## src/rtl/w5300_receiver_pkg.sv

```systemverilog
// Shared W5300 socket-0 register map and receive-FSM types.
// Register addresses are 10-bit direct-mode byte addresses.
package w5300_receiver_pkg;

    localparam logic [9:0] SN_CR       = 10'h202;
    localparam logic [9:0] SN_RX_RSR0  = 10'h228;
    localparam logic [9:0] SN_RX_RSR2  = 10'h22A;
    localparam logic [9:0] SN_RX_FIFOR = 10'h230;
    localparam logic [7:0] SN_CR_RECV  = 8'h40;

    typedef enum logic [3:0] {
        IDLE, RSR_HI, RSR_LO, CHECK, WAIT, LEN, DATA, CMD, DONE
    } w5300_rx_state_t;

    // 17-bit so that a 0xFFFF byte count rounds up to 0x8000 words instead of wrapping
    function automatic logic [16:0] word_count(input logic [15:0] len);
        return ({1'b0, len} + 17'd1) >> 1;
    endfunction

endpackage

```

## src/rtl/w5300_bus_seq.sv

```systemverilog
// Issue-and-wait helper for the shared W5300 bus core: raises op_req only while the core is
// idle, holds addr/op_wr/wr_data until op_state rises again, then pulses done with rd_word.
module w5300_bus_seq (
    input  logic        clk,
    input  logic        rst,
    input  logic        start,
    input  logic        wr,
    input  logic [9:0]  req_addr,
    input  logic [15:0] req_data,
    input  logic        op_state,
    input  logic [15:0] rd_data,
    output logic        op_req,
    output logic        op_wr,
    output logic [9:0]  addr,
    output logic [15:0] wr_data,
    output logic        done,
    output logic [15:0] rd_word
);

    logic        busy;
    logic        state_q;
    logic        wr_q;
    logic [9:0]  addr_q;
    logic [15:0] data_q;
    logic [15:0] rd_q;

    assign op_req  = start && !busy && op_state && !rst;
    assign op_wr   = busy ? wr_q : (op_req && wr);
    assign addr    = busy ? addr_q : (op_req ? req_addr : 10'd0);
    assign wr_data = busy ? data_q : ((op_req && wr) ? req_data : 16'd0);
    // Completion is the first rising edge of op_state seen after the request was accepted
    assign done    = busy && !state_q && op_state;
    assign rd_word = done ? rd_data : rd_q;

    always_ff @(posedge clk) begin
        state_q <= op_state;
        if (rst) begin
            busy   <= 1'b0;
            wr_q   <= 1'b0;
            addr_q <= '0;
            data_q <= '0;
            rd_q   <= '0;
        end else if (op_req) begin
            busy   <= 1'b1;
            wr_q   <= wr;
            addr_q <= req_addr;
            data_q <= wr ? req_data : 16'd0;
        end else if (done) begin
            busy <= 1'b0;
            rd_q <= rd_data;
        end
    end

endmodule

```

## src/rtl/w5300_receiver.sv

```systemverilog
// W5300 socket receive path: polls RSR, drains one packet from FIFOR into the RX buffer, issues RECV.
// Optional macro W5300_RX_DROP_CNT_EN adds the saturating overflow counter output rx_drop_cnt.
module w5300_receiver
    import w5300_receiver_pkg::*;
#(
    parameter int ETH_RX_BUFFER_WIDTH = 9,
    parameter int POLL_INTERVAL       = 64
) (
    input  logic                           clk,
    input  logic                           rst,
    input  logic                           eth_rx_en,
    output logic [ETH_RX_BUFFER_WIDTH-1:0] eth_rx_buffer_addr,
    output logic [15:0]                    eth_rx_buffer_data,
    output logic                           eth_rx_buffer_wr,
    output logic                           rx_valid,
    output logic [15:0]                    rx_len,
    output logic                           rx_overflow,
    input  logic                           rx_ack,
    output logic [9:0]                     addr,
    output logic [15:0]                    wr_data,
    input  logic [15:0]                    rd_data,
    output logic                           op_req,
    output logic                           op_wr,
    input  logic                           op_state
`ifdef W5300_RX_DROP_CNT_EN
    ,
    output logic [15:0]                    rx_drop_cnt
`endif
);

    localparam logic [16:0] DEPTH     = 17'(2 ** ETH_RX_BUFFER_WIDTH);
    localparam logic [15:0] POLL_LAST = 16'(POLL_INTERVAL - 1);

    w5300_rx_state_t state;
    logic            rsr_hi;
    logic [15:0]     rsr_lo;
    logic [15:0]     len;
    logic [16:0]     words;
    logic [16:0]     idx;
    logic            ovf;
    logic [15:0]     poll_cnt;
    logic            valid_seen;

    logic            start;
    logic            req_wr;
    logic [9:0]      req_addr;
    logic [15:0]     req_data;
    logic            done;
    logic [15:0]     rd_word;

    always_comb begin
        start    = 1'b1;
        req_wr   = 1'b0;
        req_addr = SN_RX_FIFOR;
        req_data = 16'd0;
        case (state)
            RSR_HI:    req_addr = SN_RX_RSR0;
            RSR_LO:    req_addr = SN_RX_RSR2;
            LEN, DATA: req_addr = SN_RX_FIFOR;
            CMD: begin
                req_wr   = 1'b1;
                req_addr = SN_CR;
                req_data = {8'h00, SN_CR_RECV};
            end
            default:   start = 1'b0;
        endcase
    end

    w5300_bus_seq u_bus_seq (
        .clk      (clk),
        .rst      (rst),
        .start    (start),
        .wr       (req_wr),
        .req_addr (req_addr),
        .req_data (req_data),
        .op_state (op_state),
        .rd_data  (rd_data),
        .op_req   (op_req),
        .op_wr    (op_wr),
        .addr     (addr),
        .wr_data  (wr_data),
        .done     (done),
        .rd_word  (rd_word)
    );

    // Words past the buffer end are still drained from FIFOR but never written
    assign eth_rx_buffer_wr   = (state == DATA) && done && (idx < DEPTH);
    assign eth_rx_buffer_addr = eth_rx_buffer_wr ? idx[ETH_RX_BUFFER_WIDTH-1:0] : '0;
    assign eth_rx_buffer_data = eth_rx_buffer_wr ? rd_word : 16'd0;

    always_ff @(posedge clk) begin
        if (rst) begin
            state       <= IDLE;
            rsr_hi      <= 1'b0;
            rsr_lo      <= '0;
            len         <= '0;
            words       <= '0;
            idx         <= '0;
            ovf         <= 1'b0;
            poll_cnt    <= '0;
            valid_seen  <= 1'b0;
            rx_valid    <= 1'b0;
            rx_len      <= '0;
            rx_overflow <= 1'b0;
        end else begin
            case (state)
                IDLE: if (eth_rx_en) state <= RSR_HI;
                RSR_HI: if (done) begin
                    rsr_hi <= rd_word[0];
                    state  <= RSR_LO;
                end
                RSR_LO: if (done) begin
                    rsr_lo <= rd_word;
                    state  <= CHECK;
                end
                CHECK: begin
                    poll_cnt <= '0;
                    state    <= ({rsr_hi, rsr_lo} == 17'd0) ? WAIT : LEN;
                end
                WAIT: begin
                    if (poll_cnt == POLL_LAST) state <= IDLE;
                    else poll_cnt <= poll_cnt + 16'd1;
                end
                LEN: if (done) begin
                    len   <= rd_word;
                    words <= word_count(rd_word);
                    idx   <= '0;
                    ovf   <= word_count(rd_word) > DEPTH;
                    state <= (rd_word == 16'd0) ? CMD : DATA;
                end
                DATA: if (done) begin
                    idx <= idx + 17'd1;
                    if (idx + 17'd1 == words) state <= CMD;
                end
                CMD: if (done) begin
                    rx_valid    <= 1'b1;
                    rx_len      <= len;
                    rx_overflow <= ovf;
                    valid_seen  <= 1'b0;
                    state       <= DONE;
                end
                DONE: begin
                    // An ack already high in the first valid cycle is not taken as a release
                    if (valid_seen && rx_ack) begin
                        rx_valid    <= 1'b0;
                        rx_len      <= '0;
                        rx_overflow <= 1'b0;
                        state       <= IDLE;
                    end else begin
                        valid_seen <= 1'b1;
                    end
                end
                default: state <= IDLE;
            endcase
        end
    end

`ifdef W5300_RX_DROP_CNT_EN
    always_ff @(posedge clk) begin
        if (rst) rx_drop_cnt <= '0;
        else if (state == CMD && done && ovf && rx_drop_cnt != 16'hFFFF)
            rx_drop_cnt <= rx_drop_cnt + 16'd1;
    end
`endif

endmodule
```

## config.mk

```make
export PLATFORM = sky130hd
export DESIGN_NAME = w5300_receiver
export DESIGN_NICKNAME = d
export VERILOG_FILES = /design/src/rtl/w5300_receiver_pkg.sv /design/src/rtl/w5300_bus_seq.sv /design/src/rtl/w5300_receiver.sv
export SDC_FILE = /design/constraint.sdc
export NUM_CORES = 1
export LEC_CHECK = 0
export ABC_AREA = 1
export BUFFER_PORTS_ARGS = -buffer_cell sky130_fd_sc_hd__buf_2
export CORE_MARGIN = 2
export CORE_UTILIZATION = 55
export CTS_BUF_LIST = sky130_fd_sc_hd__clkbuf_2 sky130_fd_sc_hd__clkbuf_4 sky130_fd_sc_hd__clkbuf_8
export DETAILED_ROUTE_END_ITERATION = 6
export GPL_TIMING_DRIVEN = 0
export PLACE_DENSITY = 0.78
export REMOVE_ABC_BUFFERS = 1
export SETUP_SLACK_MARGIN = 0.05
export SYNTH_ARGS = -nofsm -noshare
export SYNTH_HDL_FRONTEND = slang
export SYNTH_SLANG_ARGS = --single-unit
```

## constraint.sdc

```tcl
create_clock -name clk -period 2.9 [get_ports clk]
set_input_delay 0.29 -clock clk [delete_from_list [all_inputs] [get_ports clk]]
set_output_delay 0.29 -clock clk [all_outputs]
set_load 0.02 [all_outputs]
```

==> flow_summary.json <==
{
  "ys_ff_latch": 130,
  "antenna_left": 0,
  "critical_path_class": "reg -> reg",
  "hold_path_class": "in -> reg",
  "cts_sinks": 130,
  "critPathCaptureType": "flip-flop",
  "finClkSkew_ns": 0.01016,
  "vias": 6638,
  "layout.nets": 1134,
  "drt-met1-wl_um": 7683,
  "p_total_mw": 4.245,
  "area_growth_pct": 12.56,
  "worst_slew_pin_slew_ns": 1.002,
  "route.met3.wl_um": 1003,
  "core_area_um2": 12060,
  "final_common_cell": "nand2_1",
  "cts.reportedPaths.clkPinSlew_ns": 0.07,
  "drt_wl_total_um": 16260,
  "dr.pass1.iters": 5,
  "grt_remaining_overflow": 0,
  "crit_fanout": 27,
  "report.final.slew_viol_count": 0,
  "finalHoldViolCount": 0,
  "fin_crit_ns": 2.657,
  "fp.dieH_um": 115.4,
  "grt_pass1_vias": 6015,
  "viasPerCell": 5.150,
  "clk_path_buf_depth": 2,
  "die_area_um2": 13310,
  "track_usage": 0.2607,
  "rows": 40,
  "synth-simple-area-share": 0.3439,
  "maxCapViolCount": 0,
  "place.gp.congestion": 0.8887,
  "worst_slack_ns": 0.2427,
  "grt_max_degree": 75,
  "antenna_cells": 0,
  "p_leak_nw": 3.419,
  "cts_buffers": 17,
  "synth_area_um2": 6822,
  "relSlewSlack": 0.3315,
  "htreeDepth": 4,
  "yosys.area.top_type_share": 0.3815,
  "hold_buffers": 0,
  "insertion_delay_ns": 0.44,
  "synth_top_family_by_area": "simple AND/OR/NAND/NOR gates",
  "final-seq-area_um2": 2604,
  "dp_hpwl_um": 11220,
  "layout_common_cells": "296 x nand2_1, 129 x dfxtp_1, 122 x nor2_1, 112 x inv_1, 97 x a21oi_1",
  "synthCells": 1051,
  "synth.largest_area_cell": "dfxtp_1",
  "status": "finished, final reports clean",
  "holdWs_ns": 0.05587,
  "syn_avg_cell_area_um2": 6.491,
  "io_buffers": 72,
  "post-route-period-util": 0.9163,
  "p_per_area_nw_per_um2": 552.8,
  "critPathRequiredTime_ns": 3.28,
  "arrival_ns": 3.04,
  "multiInputGateArea_um2": 3553,
  "synth_fa_ha_area_frac": 0.007337,
  "drive_above_1_share": 0.1320,
  "highest_layer": "met4",
  "dpl_cell_area_um2": 7164,
  "drt_iter0_drc": 484,
  "grt_pass1_wl_um": 27910,
  "ys_warn_count": 0,
  "setup_violations": 0,
  "wl_met2_um": 7258,
  "wl_per_cell_um": 12.62,
  "post-route-util": 0.6366,
  "fmax_mhz": 376.3,
  "drc": 0,
  "antenna_found_initial": 0,
  "synth.distinct_cells": 38,
  "stdcell_area_um2": 7679,
  "rsz0062_at_grt": "false",
  "muxShareOfSynthArea": 0,
  "synth_area_leaders": "dfxtp_1 38%, nand2_1 16%, a21oi_1 7.1%",
  "ir_worst_vdd_v": 0.0004312,
  "cts_tree": "yes",
  "synth-compound-area-share": 0.1363,
  "dp_slack_ns": -0.2336,
  "nFillCells": 1117,
  "die_x_um": 115.4,
  "startpoint_type": "flip-flop",
  "synth_xor_area_frac": 0.01614,
  "yosysSeqAreaShare": 0.3815,
  "ios": 93,
  "root_buffer": "clkbuf_8",
  "initial_core_util": 0.5656
}
-- per-layer routing --
| metal | track usage | vias to the layer above |
|---|---|---|
| li1 | - | 3441 |
| met1 | 0.3466 | 2976 |
| met2 | 0.4125 | 193 |
| met3 | 0.06695 | 28 |
| met4 | 0.08996 | 0 |
| met5 | 0 | - |
-- final timing paths --
| kind | start | end | slack [ns] | depth (start not counted) |
|---|---|---|---|---|
| worst max-delay path | u_bus_seq.state_q | state[0] | 0.24 | 12 |
| worst min-delay path | op_state | u_bus_seq.state_q | 0.06 | 1 |
| worst max register to register | u_bus_seq.state_q | state[0] | 0.24 | 12 |
| worst min register to register | rx_len[1] | rx_len[1] | 0.46 | 2 |
-- flip-flops by register name, summed over array words and instances (netlist names), 5 cells and up --
name / count
len: 16
words: 16
rsr_lo: 16
u_bus_seq.rd_q: 16
poll_cnt: 16
rx_len: 16
idx: 17
u_bus_seq.addr_q: 5
-- repair_timing --
action	in CTS	in global routing
pin swaps	1	0
resized for setup	2	7
setup buffers	1	0
setup endpoints to repair	27	28
cloned	1	0
-- critical path, cell delays in order (launching register included) --
cell and delay [ns]:
dfxtp_1 0.39, inv_1 0.16, nand3_4 0.30, o21ai_2 0.48, ha_1 0.22, inv_1 0.04, nor2_1 0.19, nand4_1 0.14
nor4_1 0.38, nor2_1 0.09, nand3_1 0.09, nand2_1 0.05, nor2_1 0.07
-- cell type report --
class                   count  share of cell area
clock buffers              23             0.04123
clock inverters             8             0.01613
inverters                 120             0.05899
multi-input cells         765              0.4628
flip-flops and latches    130              0.3391
well taps                 168             0.02738
repair buffers             75             0.05442
-- cells in the mapped netlist, drive strengths merged --
library cell	number
nor3b	1
xor2	7
a21oi	97
nand4	20
nor4	5
nor3	14
clkinv	1
nor2	139
o211ai	8
dfxtp	130
o21a	1
ha	4
conb	1
a211oi	3
o21ai	64
xnor2	3
nand3b	3
nand3	61
and2	1
buf	36
o21bai	2
nand2	308
clkbuf	20
o31ai	1
and3	1
inv	119
xnor3	1
-- metrics by stage --
stage	std cells	TNS, ns
2_1_floorplan	1014	-15.41
5_1_grt	1289	0
3_3_place_gp	1254	-76.14
4_1_cts	1288	0
6_report	1289	0
3_5_place_dp	1255	-4.961
-- logic make-up (layout without fill, tap and decap cells) --
family	after synthesis	in the layout
buf+inv	176	226
other cells	1	20
xor+xnor	11	11
fa+ha+maj	4	4
compound gates	176	176
simple gates	553	554
flops	130	130
-- power breakdown --
part / switching [mW] / internal, mW / total, mW
sequential: 0.0553 / 1.85 / 1.90
combinational: 0.477 / 0.196 / 0.673
clock: 0.688 / 0.982 / 1.67
Power figures use the tool's default switching activity.
